$ cat src/rtl/grid_cursor_ctl.sv
// Grid-snapped board cursor: synchronizes player buttons, moves a clamped col/row on
// frame ticks with hold-to-repeat, and produces a blinking draw enable and a fire strobe.
module grid_cursor_ctl #(
   parameter int GRID_X0      = 32,
   parameter int GRID_Y0      = 32,
   parameter int CELL_W       = 48,
   parameter int CELL_H       = 48,
   parameter int GRID_COLS    = 10,
   parameter int GRID_ROWS    = 10,
   parameter int REPEAT_DELAY = 20,
   parameter int REPEAT_RATE  = 6,
   parameter int BLINK_PERIOD = 32,
   parameter int BLINK_ON     = 24
) (
   input  logic        clk,
   input  logic        rst,
   input  logic        vsync,
   input  logic        active,
   input  logic        btn_up,
   input  logic        btn_down,
   input  logic        btn_left,
   input  logic        btn_right,
   input  logic        btn_fire,
   output logic [3:0]  col,
   output logic [3:0]  row,
   output logic [11:0] x_pos,
   output logic [11:0] y_pos,
   output logic        enable,
   output logic        fire_pulse
);

   localparam int DLY_W   = $clog2(REPEAT_DELAY + 1);
   localparam int RATE_W  = $clog2(REPEAT_RATE + 1);
   localparam int BLINK_W = $clog2(BLINK_PERIOD + 1);

   localparam logic [3:0]         COL_MAX   = 4'(GRID_COLS - 1);
   localparam logic [3:0]         ROW_MAX   = 4'(GRID_ROWS - 1);
   localparam logic [DLY_W-1:0]   DLY_LAST  = DLY_W'(REPEAT_DELAY - 1);
   localparam logic [RATE_W-1:0]  RATE_LAST = RATE_W'(REPEAT_RATE - 1);
   localparam logic [BLINK_W-1:0] BLINK_MAX = BLINK_W'(BLINK_PERIOD - 1);
   localparam logic [BLINK_W-1:0] BLINK_VIS = BLINK_W'(BLINK_ON);

   typedef enum logic [2:0] {DIR_NONE, DIR_UP, DIR_DOWN, DIR_LEFT, DIR_RIGHT} dir_t;
   typedef enum logic [1:0] {IDLE, DELAY, REPEAT} state_t;

   // Button order in the synchronizer vectors: {fire, up, down, left, right}
   logic [4:0] btn_s1, btn_s2;
   logic       vsync_q, fire_q;
   logic       tick, fire_edge;

   // NOTE: sequential state uses non-blocking assignments so every register samples pre-edge values.
   always_ff @(posedge clk) begin
      if (rst) begin
         btn_s1  <= '0;
         btn_s2  <= '0;
         vsync_q <= 1'b0;
         fire_q  <= 1'b0;
      end else begin
         btn_s1  <= {btn_fire, btn_up, btn_down, btn_left, btn_right};
         btn_s2  <= btn_s1;
         vsync_q <= vsync;
         fire_q  <= btn_s2[4];
      end
   end

   assign tick      = vsync & ~vsync_q;
   assign fire_edge = btn_s2[4] & ~fire_q;

   dir_t dir;

   // NOTE: every always_comb output gets a default first, so no path can infer a latch.
   always_comb begin
      dir = DIR_NONE;
      if (btn_s2[3])      dir = DIR_UP;
      else if (btn_s2[2]) dir = DIR_DOWN;
      else if (btn_s2[1]) dir = DIR_LEFT;
      else if (btn_s2[0]) dir = DIR_RIGHT;
   end

   logic [3:0] col_mv, row_mv;

   always_comb begin
      col_mv = col;
      row_mv = row;
      unique case (dir)
         DIR_UP:    row_mv = (row == 4'd0)    ? row : row - 4'd1;
         DIR_DOWN:  row_mv = (row == ROW_MAX) ? row : row + 4'd1;
         DIR_LEFT:  col_mv = (col == 4'd0)    ? col : col - 4'd1;
         DIR_RIGHT: col_mv = (col == COL_MAX) ? col : col + 4'd1;
         default: ;
      endcase
   end

   state_t              state, state_nx;
   logic [DLY_W-1:0]    delay_cnt, delay_nx;
   logic [RATE_W-1:0]   rate_cnt, rate_nx;
   logic                do_move;

   always_comb begin
      state_nx = state;
      delay_nx = delay_cnt;
      rate_nx  = rate_cnt;
      do_move  = 1'b0;
      if (!active) begin
         state_nx = IDLE;
         delay_nx = '0;
         rate_nx  = '0;
      end else begin
         unique case (state)
            IDLE: begin
               if (tick && dir != DIR_NONE) begin
                  do_move  = 1'b1;
                  delay_nx = '0;
                  state_nx = DELAY;
               end
            end
            DELAY: begin
               if (dir == DIR_NONE) begin
                  state_nx = IDLE;
                  delay_nx = '0;
               end else if (tick) begin
                  if (delay_cnt == DLY_LAST) begin
                     do_move  = 1'b1;
                     rate_nx  = '0;
                     state_nx = REPEAT;
                  end else begin
                     delay_nx = delay_cnt + 1'b1;
                  end
               end
            end
            REPEAT: begin
               if (dir == DIR_NONE) begin
                  state_nx = IDLE;
                  rate_nx  = '0;
               end else if (tick) begin
                  do_move = (rate_cnt == RATE_LAST);
                  rate_nx = do_move ? '0 : rate_cnt + 1'b1;
               end
            end
            default: state_nx = IDLE;
         endcase
      end
   end

   always_ff @(posedge clk) begin
      if (rst) begin
         state     <= IDLE;
         delay_cnt <= '0;
         rate_cnt  <= '0;
         col       <= 4'd0;
         row       <= 4'd0;
      end else begin
         state     <= state_nx;
         delay_cnt <= delay_nx;
         rate_cnt  <= rate_nx;
         if (do_move) begin
            col <= col_mv;
            row <= row_mv;
         end
      end
   end

   // Pixel position follows col/row by one clock; computed at int width then truncated.
   always_ff @(posedge clk) begin
      if (rst) begin
         x_pos <= 12'(GRID_X0);
         y_pos <= 12'(GRID_Y0);
      end else begin
         x_pos <= 12'(GRID_X0 + int'(col) * CELL_W);
         y_pos <= 12'(GRID_Y0 + int'(row) * CELL_H);
      end
   end

   logic [BLINK_W-1:0] blink_cnt;

   always_ff @(posedge clk) begin
      if (rst) begin
         blink_cnt  <= '0;
         enable     <= 1'b0;
         fire_pulse <= 1'b0;
      end else begin
         if (!active)
            blink_cnt <= '0;
         else if (tick)
            blink_cnt <= (blink_cnt == BLINK_MAX) ? '0 : blink_cnt + 1'b1;
         enable     <= active && (blink_cnt < BLINK_VIS);
         fire_pulse <= active && fire_edge;
      end
   end

endmodule

$ cat config.mk
export PLATFORM = sky130hd
export DESIGN_NAME = grid_cursor_ctl
export DESIGN_NICKNAME = d
export VERILOG_FILES = /design/src/rtl/grid_cursor_ctl.sv
export SDC_FILE = /design/constraint.sdc
export NUM_CORES = 1
export LEC_CHECK = 0
export ABC_AREA = 1
export CORE_MARGIN = 1
export CORE_UTILIZATION = 40
export DETAILED_ROUTE_END_ITERATION = 8
export PLACE_DENSITY_LB_ADDON = 0.1
export SYNTH_ARGS = -nofsm -noshare
export SYNTH_HDL_FRONTEND = slang
export SYNTH_SLANG_ARGS = --single-unit
$ cat constraint.sdc
create_clock -name clk -period 2.4 [get_ports clk]
set_clock_uncertainty 0.05 [all_clocks]
set_input_delay 0.36 -clock clk [delete_from_list [all_inputs] [get_ports clk]]
set_output_delay 0.36 -clock clk [all_outputs]
set_load 0.02 [all_outputs]
Word level (Yosys, flattened, before mapping)
Cells that the tools add are included.
- output and inout bits: 34
- logic and storage cells: 110
- bits in registers: 62
- multipliers: 2
- bitwise gates (word level): 5
- reductions and logical operators: 18
- order comparisons: 1
- add/sub/neg operators: 9
- equal/unequal tests: 24
- mux-type cells: 37
- operators by type and width (cell ; number):
    two-way mux 3 bit ; 10
    adder 6 x 10 -> 11 bit (first input constant) ; 2
    two-way mux 5 bit ; 4
    inequality test 2 bit (second input constant) ; 9
    two-way mux 4 bit ; 4
    case mux 4 bit (2 select lines) ; 2
    AND reduction 4 bit ; 4
    multiplier 4 x 2 -> 6 bit (second input constant) ; 2
    inequality test 3 bit (second input constant) ; 4
    two-way mux 2 bit ; 5
    case mux 5 bit (2 select lines) ; 1
    adder 4 x 1 -> 4 bit (second input constant) ; 2
    equality test 4 bit (second input constant) ; 2
    logical NOT 4 bit ; 2
    nonzero test 2 bit ; 4
    subtractor 4 x 1 -> 4 bit (second input constant) ; 2
    two-way mux 1 bit ; 7
    adder 6 x 1 -> 6 bit (second input constant) ; 1
    equality test 3 x 2 -> 1 bit (second input constant) ; 2
    equality test 3 bit (second input constant) ; 2
    equality test 6 x 5 -> 1 bit (second input constant) ; 1
    less-than comparator 6 x 5 -> 1 bit (second input constant) ; 1
    two-way mux 6 bit ; 1
    case mux 2 bit (3 select lines) ; 1
    16 further kinds ; 21

Logic depth before layout (Yosys ltp)
Gate-level depths: netlist (run 1).
- word-level depth: 10
- gate-level depth with buffers: 10
- gate-level depth less buffers: 10

Worst setup path after synthesis (run 1)
No wires, ideal clock.
- kind: reg2reg
- start point: reg col[1]
- end point: reg x_pos[9]
- arrival time: 1.758 ns
- path slack: 0.460 ns
- setup time: 0.132 ns
- data required time: 2.218 ns
- buffers on the path: 0
- stages on the path, launching flop included: 11
- cell sequence: dfxtp_1 > ha_1 > inv_1 > fa_1 > inv_1 > ha_1 > inv_1 > nor2_1 > nand2_1 > nand2_1 > a21oi_1
- longest elaborated chain between the ends: 2
- RTL lines (what ; line ; source):
    start: declaration ; 24 ; output logic [3:0] col,
    start signal: assignment ; 157 ; col <= col_mv;
    multiplier 4 x 2 -> 6 bit ; 169 ; x_pos <= 12'(GRID_X0 + int'(col) * CELL_W);
    adder 6 x 10 -> 11 bit ; 169 ;
    end signal: assignment ; 166 ; x_pos <= 12'(GRID_X0);
    end signal: assignment ; 169 ;
    end: declaration ; 26 ; output logic [11:0] x_pos,
No other way between the ends.
A chain may end at the register's enable or synchronous reset.

Worst setup path in the final report (run 1)
Ends and elaborated chain as after synthesis.

==> flow_summary_export.csv, run 1 <==
group,metric,value,unit
detailed_routing,detail-route-antenna-nets,0,
placement,place.gp.congestion,0.7630,
job,maxCapViolCount,0,
clocking,post_cts.repair.setup_buffers,0,
clocking,ctsHtreeMaxLevel,2,
outcome,run_status,"finished, final reports clean",
clocking,cts.clk_slew.worst_paths,100,ps
die,design.core.area,6907,um^2
timing,post-route-min-period,1983,ps
detailed_routing,detailedRoute.firstIterationViolations,72,
finish,n_antenna_cell,0,
detailed_routing,wl_met2,2348,um
placement,place.port_buffers,32,
timing,fin_setup_tns,0,ps
setup_path,end_kind,"flip-flop",
logic_synthesis,yosysWarningCount,0,
grt,grt_start_max_net_pins,21,
detailed_routing,finalWirelength,5302,um
finish,multi_input_comb_area,1577,um^2
die,io_pins,43,
logic_synthesis,synthesis.area_per_instance,7.750,um^2
power,p_seq_frac,0.524,
setup_path,worst-path-max-fanout,7,
clocking,tritoncts,"done",
detailed_routing,detail_route.wirelength.met1,2712,um
power,total_power,1.699,mW
timing,grt_setup_unrepaired,"no",
timing,clock.fmax,504.2,MHz
die,starting_utilization_of_the_core_area,0.4219,
grt,grt_pass1_wl,8818,um
setup_path,worst_ep_required_time,2590,ps
grt,grt_use_total,0.1502,
setup_path,setup.worst_path.class,"reg -> reg",
detailed_routing,routed-wl-met3,169,um
finish,drive_above_1_share,0.08738,
detailed_routing,maxUsedRoutingLayer,"met4",
die,row_count,30,
grt,grt_antenna_before_repair,0,
timing,slew_violations,0,
timing,worst_hold_slack,344.2,ps
power,vdd_ir_drop_max,0.0003318,V
detailed_routing,via_count,2316,
detailed_routing,first_pass_iters,4,
setup_path,arrival,2180,ps
logic_synthesis,ys_seq_elements,52,
clocking,ctsLongestPathBuffers,2,
hold_path,timing.hold.worst.class,"reg -> reg",
power,switching_share,0.2475,
logic_synthesis,synthDistinctLibCells,30,
finish,synth_to_layout_area_growth,17.09,%
timing,portion_of_the_clock_cycle_consumed_by_the_worst_path_in_the_final_layout,0.8264,
clocking,ctsResizeCount,0,
clocking,postCtsHoldBufs,0,
power,share_comb_of_total_power,0.097,
die,floorplan.die_area,7630,um^2
detailed_routing,drc,0,
logic_synthesis,synth_async_sr_flop_share,0,
die,dieWidth,87.35,um
die,die_y,87.35,um
clocking,cts_inserted_buffers,5,
timing,setup_viol,0,
finish,final_core_utilization,0.4940,
grt,first_global_vias,1893,
power,power_density,497.8,nW/um^2
detailed_routing,wl_per_cell,10.44,um
timing,worst_pin_slew,502.5,ps
logic_synthesis,postSynth.topFlopCell,"sky130_fd_sc_hd__dfxtp_1",
power,leakagePower,1.503,nW
logic_synthesis,netlist_area,2914,um^2
timing,hold_viol,0,
logic_synthesis,synth_edf_count,0,
clocking,clkSinkCount,52,
placement,post-dp-hpwl,3958,um
grt,globalRoute.totalOverflow,0,
logic_synthesis,postSynthCellCount,376,
power,p_int,1.278,mW
clocking,insertion_delay,300,ps
finish,num-nets-final,450,
finish,fillers,727,
power,net_sw_power,0.4204,mW
clocking,clk_root_buffer_cell,"sky130_fd_sc_hd__clkbuf_8",
finish,seqCellArea,1041,um^2
timing,max-slew-margin-rel,0.6646,
power,clock_power_share,0.379,
logic_synthesis,yosysSeqAreaShare,0.3572,
setup_path,crit_path_start_kind,"flip-flop",
detailed_routing,viasPerCell,4.559,
## sequential cells by signal, indices dropped and copies added, names as in the netlist, 2 cells and up
name	flops
row	4
rate_cnt	3
blink_cnt	6
col	4
btn_s2	5
y_pos	7
delay_cnt	5
state	2
btn_s1	5
x_pos	7
## synthesized netlist by cell type, drive strengths merged, types with 2 or more instances
cell type | n | share of area
nor2 | 60 | 0.088
xor2 | 11 | 0.033
dfxtp | 52 | 0.36
clkbuf | 2 | 0.0026
ha | 26 | 0.11
o21ai | 7 | 0.012
fa | 4 | 0.027
nand2 | 71 | 0.10
buf | 13 | 0.036
inv | 58 | 0.075
nand3 | 26 | 0.058
a21oi | 26 | 0.049
nor3 | 4 | 0.0069
nand4 | 8 | 0.017
xnor2 | 2 | 0.0060
## cell usage in the layout, fill, tap and decap left out, types with 2 or more instances in the layout
cell type,netlist,layout
sky130_fd_sc_hd__xor2_1,11,11
sky130_fd_sc_hd__nor2_4,3,3
sky130_fd_sc_hd__buf_4,11,2
sky130_fd_sc_hd__nand2_1,63,63
sky130_fd_sc_hd__clkbuf_8,0,6
sky130_fd_sc_hd__inv_2,2,2
sky130_fd_sc_hd__clkdlybuf4s50_1,0,32
sky130_fd_sc_hd__nand3_1,21,21
sky130_fd_sc_hd__dfxtp_1,52,52
sky130_fd_sc_hd__nand2_4,3,3
sky130_fd_sc_hd__nor2_1,54,54
sky130_fd_sc_hd__xnor2_1,2,2
sky130_fd_sc_hd__nor2_2,3,3
sky130_fd_sc_hd__a21oi_1,23,23
sky130_fd_sc_hd__nand3_2,3,3
sky130_fd_sc_hd__nand2_2,5,5
sky130_fd_sc_hd__conb_1,1,10
sky130_fd_sc_hd__nand3_4,2,2
sky130_fd_sc_hd__nand4_1,8,8
sky130_fd_sc_hd__nor3_1,4,4
sky130_fd_sc_hd__o21ai_0,7,7
sky130_fd_sc_hd__a21oi_2,3,3
sky130_fd_sc_hd__ha_1,26,26
sky130_fd_sc_hd__fa_1,4,4
sky130_fd_sc_hd__inv_1,56,56
## per-layer routing
metal	GRT usage	up-vias
li1	-	1222
met1	0.2120	1050
met2	0.2251	39
met3	0.03128	5
met4	0.05365	0
met5	0	-
## critical path: stages, from the launching register on
cell,delay (ps)
sky130_fd_sc_hd__dfxtp_1,500
sky130_fd_sc_hd__ha_1,230
sky130_fd_sc_hd__inv_1,50
sky130_fd_sc_hd__fa_1,420
sky130_fd_sc_hd__inv_1,90
sky130_fd_sc_hd__ha_1,140
sky130_fd_sc_hd__inv_1,50
sky130_fd_sc_hd__nor2_1,150
sky130_fd_sc_hd__nand3_1,90
sky130_fd_sc_hd__a21oi_1,150
## through the flow
step / area [um^2] / cells / setup WS [ps]
2_1_floorplan: 2948 / 385 / 459.5
3_3_place_gp: 3291 / 500 / 439.1
3_5_place_dp: 3291 / 500 / 436.4
4_1_cts: 3412 / 508 / 405.8
5_1_grt: 3412 / 508 / 263.2
6_report: 3412 / 508 / 416.7
## cells by family (layout without fill, tap and decap cells)
kind of cell / after synthesis / in the layout / synth area share
adder cells (fa/ha/maj): 30 / 30 / 0.1391
flip-flops: 52 / 52 / 0.3572
AO/OA/AOI/OAI: 34 / 34 / 0.06741
XOR/XNOR: 13 / 13 / 0.03907
other: 1 / 10 / 0.001287
AND/OR/NAND/NOR: 173 / 173 / 0.2825
buffers and inverters: 73 / 100 / 0.1134
## final cells by class
class,instances,share of cell area
tap,96,0.03520
multi-input combinational,260,0.4620
sequential,52,0.3051
timing repair buffer,34,0.09828
clock inverter,2,0.01137
inverter,58,0.06381
clock buffer,6,0.02420
## final timing paths
check                            from                     to  slack, ps  depth (start not counted)
hold reg to reg     fire_q$_SDFF_PP0_  fire_pulse$_SDFF_PP0_        340                          1
setup reg to reg  col[1]$_SDFFE_PP0P_    x_pos[9]$_SDFF_PP0_        420                          9
hold / removal      fire_q$_SDFF_PP0_  fire_pulse$_SDFF_PP0_        340                          1
setup / recovery  col[1]$_SDFFE_PP0P_    x_pos[9]$_SDFF_PP0_        420                          9
## power groups by stage
stage | combinational, mW | sequential, mW | clock, mW
after floorplan | 0.128 | 0.914 | 0
after global placement | 0.166 | 0.910 | 0
after detailed placement | 0.167 | 0.910 | 0
after CTS | 0.167 | 0.890 | 0.668
after global routing | 0.187 | 0.892 | 0.704
final | 0.165 | 0.890 | 0.644
Note: power is estimated with default switching activity, not from simulation.
==> run 2: changes to the inputs <==
- clock period: 2.4 -> 1.9 ns (I/O delays scaled with it)
==> run 2 against run 1 <==
  * Sequential cell count is the same
  * Sequential share of layout area shrank 0.62 points
  * First-iteration DRC count shrank 6.9%
  * Core utilization grew 1.4 points
  * Worst hold slack gained 14 ps
  * Critical endpoint is now col[3]
  * Highest routed layer unchanged
  * Design area grew 2.8%
  * Combinational power grew 35%
  * Clock power grew 22%
  * Setup slack lost 300 ps
  * Sequential power grew 26%
  * Total power grew 25%
  * Wire length shrank 0.47%
==> flow_summary_export.csv, run 2 (synthesis gave the netlist of run 1 again) <==
group,metric,value,unit
outcome,run_status,"finished, final reports clean",
detailed_routing,via_count,2314,
finish,reg_top3,"x_pos: 7 flops, y_pos: 7 flops, blink_cnt: 6 flops",
timing,post-route-min-period,1788,ps
clocking,tritoncts,"done",
finish,seqCellArea,1049,um^2
die,starting_utilization_of_the_core_area,0.4219,
timing,clock.fmax,559.2,MHz
detailed_routing,first_pass_iters,4,
setup_path,worst-path-max-fanout,5,
finish,fillers,726,
clocking,clk_root_buffer_cell,"sky130_fd_sc_hd__clkbuf_8",
timing,grt_setup_unrepaired,"no",
clocking,cts_inserted_buffers,5,
setup_path,worst_ep_required_time,1560,ps
detailed_routing,detailedRoute.firstIterationViolations,67,
finish,num-nets-final,461,
setup_path,r2r_setup_slack,140,ps
clocking,cts.clk_slew.worst_paths,100,ps
detailed_routing,wl_per_cell,10.17,um
finish,multi_input_comb_area,1589,um^2
finish,finish.cell_count_without_fillers,519,
grt,grt_pass1_wl,9101,um
timing,max-slew-margin-rel,0.6510,
clocking,postCtsHoldBufs,0,
grt,grt_antenna_before_repair,0,
finish,n_antenna_cell,0,
die,design.core.area,6907,um^2
finish,most_common_cell_after_layout_fill_and_taps_aside,"sky130_fd_sc_hd__nand2_1",
timing,hold_viol,0,
placement,place.gp.congestion,0.8014,
placement,place.port_buffers,32,
finish,drive_above_1_share,0.1229,
setup_path,end_kind,"output pin",
setup_path,arrival,1450,ps
placement,post-dp-hpwl,3994,um
power,total_power,2.126,mW
finish,synth_to_layout_area_growth,20.39,%
die,io_pins,43,
timing,fin_setup_tns,0,ps
setup_path,setup.worst_path.class,"reg -> out",
clocking,ctsHtreeMaxLevel,2,
clocking,ctsLongestPathBuffers,2,
detailed_routing,drc,0,
power,leakagePower,1.553,nW
power,power_density,605.9,nW/um^2
finish,final_core_utilization,0.5080,
clocking,clkSinkCount,52,
clocking,insertion_delay,310,ps
die,die_y,87.35,um
detailed_routing,finalWirelength,5277,um
setup_path,crit_path_start_kind,"flip-flop",
grt,grt_use_total,0.1510,
die,dieWidth,87.35,um
grt,first_global_vias,2039,
detailed_routing,detail-route-antenna-nets,0,
die,row_count,30,
timing,worst_pin_slew,522.9,ps
timing,portion_of_the_clock_cycle_consumed_by_the_worst_path_in_the_final_layout,0.9412,
placement,place_area,3378,um^2
timing,slew_violations,0,
job,maxCapViolCount,0,
grt,globalRoute.totalOverflow,0,
placement,dpl.cell_count,511,
finish,mostFrequentLayoutCells,"63 x sky130_fd_sc_hd__nand2_1, 56 x sky130_fd_sc_hd__inv_1, 54 x sky130_fd_sc_hd__nor2_1",
hold_path,hold-path-cell-count,2,
finish,final_design_area_no_fill,3508,um^2
setup_path,worstReg2RegEnd,"y_pos[9]$_SDFF_PP0_",
power,vdd_ir_drop_max,0.0004420,V
setup_path,setup.worst_path.end,"col[3]",
hold_path,timing.hold.worst.class,"reg -> reg",
setup_path,worstRegToRegCells,9,
setup_path,worst_r2r_startpoint,"row[1]$_SDFFE_PP0P_",
detailed_routing,viasPerCell,4.459,
setup_path,timing.critical_path.from,"col[3]$_SDFFE_PP0P_",
grt,grt_start_max_net_pins,21,
die,floorplan.die_area,7630,um^2
timing,setup_viol,0,
## run 2: repair_timing
item | CTS | global route
hold endpoints to repair | 0 | 0
resized for setup | 0 | 3
endpoints found under the setup margin | 0 | 3
buffers inserted | 0 | 0
## run 2: worst min-delay path by stage
stage	from	endpoint	slack, ps
final	btn_s1[4]$_SDFF_PP0_	btn_s2[4]$_SDFF_PP0_	360
after global routing	fire_q$_SDFF_PP0_	fire_pulse$_SDFF_PP0_	370
after CTS	btn_s1[4]$_SDFF_PP0_	btn_s2[4]$_SDFF_PP0_	360
after detailed placement	btn_s1[4]$_SDFF_PP0_	btn_s2[4]$_SDFF_PP0_	350
after global placement	btn_s1[4]$_SDFF_PP0_	btn_s2[4]$_SDFF_PP0_	340
after floorplan	fire_q$_SDFF_PP0_	fire_pulse$_SDFF_PP0_	330
## run 2: critical path, cell delays in order, from the launching register on
cell and delay, ps:
sky130_fd_sc_hd__dfxtp_1 390, sky130_fd_sc_hd__buf_4 160, sky130_fd_sc_hd__clkdlybuf4s50_1 600
## run 2: per-layer routing
| metal | vias to the layer above | track usage | wire (um) |
|---|---|---|---|
| li1 | 1241 | - | - |
| met1 | 1031 | 0.2021 | 2724 |
| met2 | 37 | 0.2401 | 2302 |
| met3 | 5 | 0.03697 | 190 |
| met4 | 0 | 0.04471 | 59 |
| met5 | - | 0 | 0 |
## run 2: report_power, final
part | total, mW | internal [mW] | switching, mW
Sequential | 1.12 | 1.11 | 0.0111
Clock | 0.784 | 0.397 | 0.386
Combinational | 0.222 | 0.0812 | 0.141
## run 2: final cells by class
class | instances | area share
multi-input cells | 260 | 0.4529
flip-flops and latches | 52 | 0.2989
repair buffers | 45 | 0.1191
inverters | 58 | 0.06205
well taps | 96 | 0.03424
clock buffers | 5 | 0.01961
clock inverters | 3 | 0.01320
## run 2: through the flow
stage,hold WS (ps),worst slack [ps]
global placement,339.5,98.68
finish,358.0,111.8
CTS,360.7,65.65
global route,367.0,6.929
detailed placement,345.1,64.78
floorplan,325.3,53.61
==> run 3: changes to the inputs <==
- CTS_BUF_LIST: unset -> sky130_fd_sc_hd__clkbuf_4 sky130_fd_sc_hd__clkbuf_8
==> results of run 3 <==
The final DEF is identical to that of run 2; final timing and power are the same.
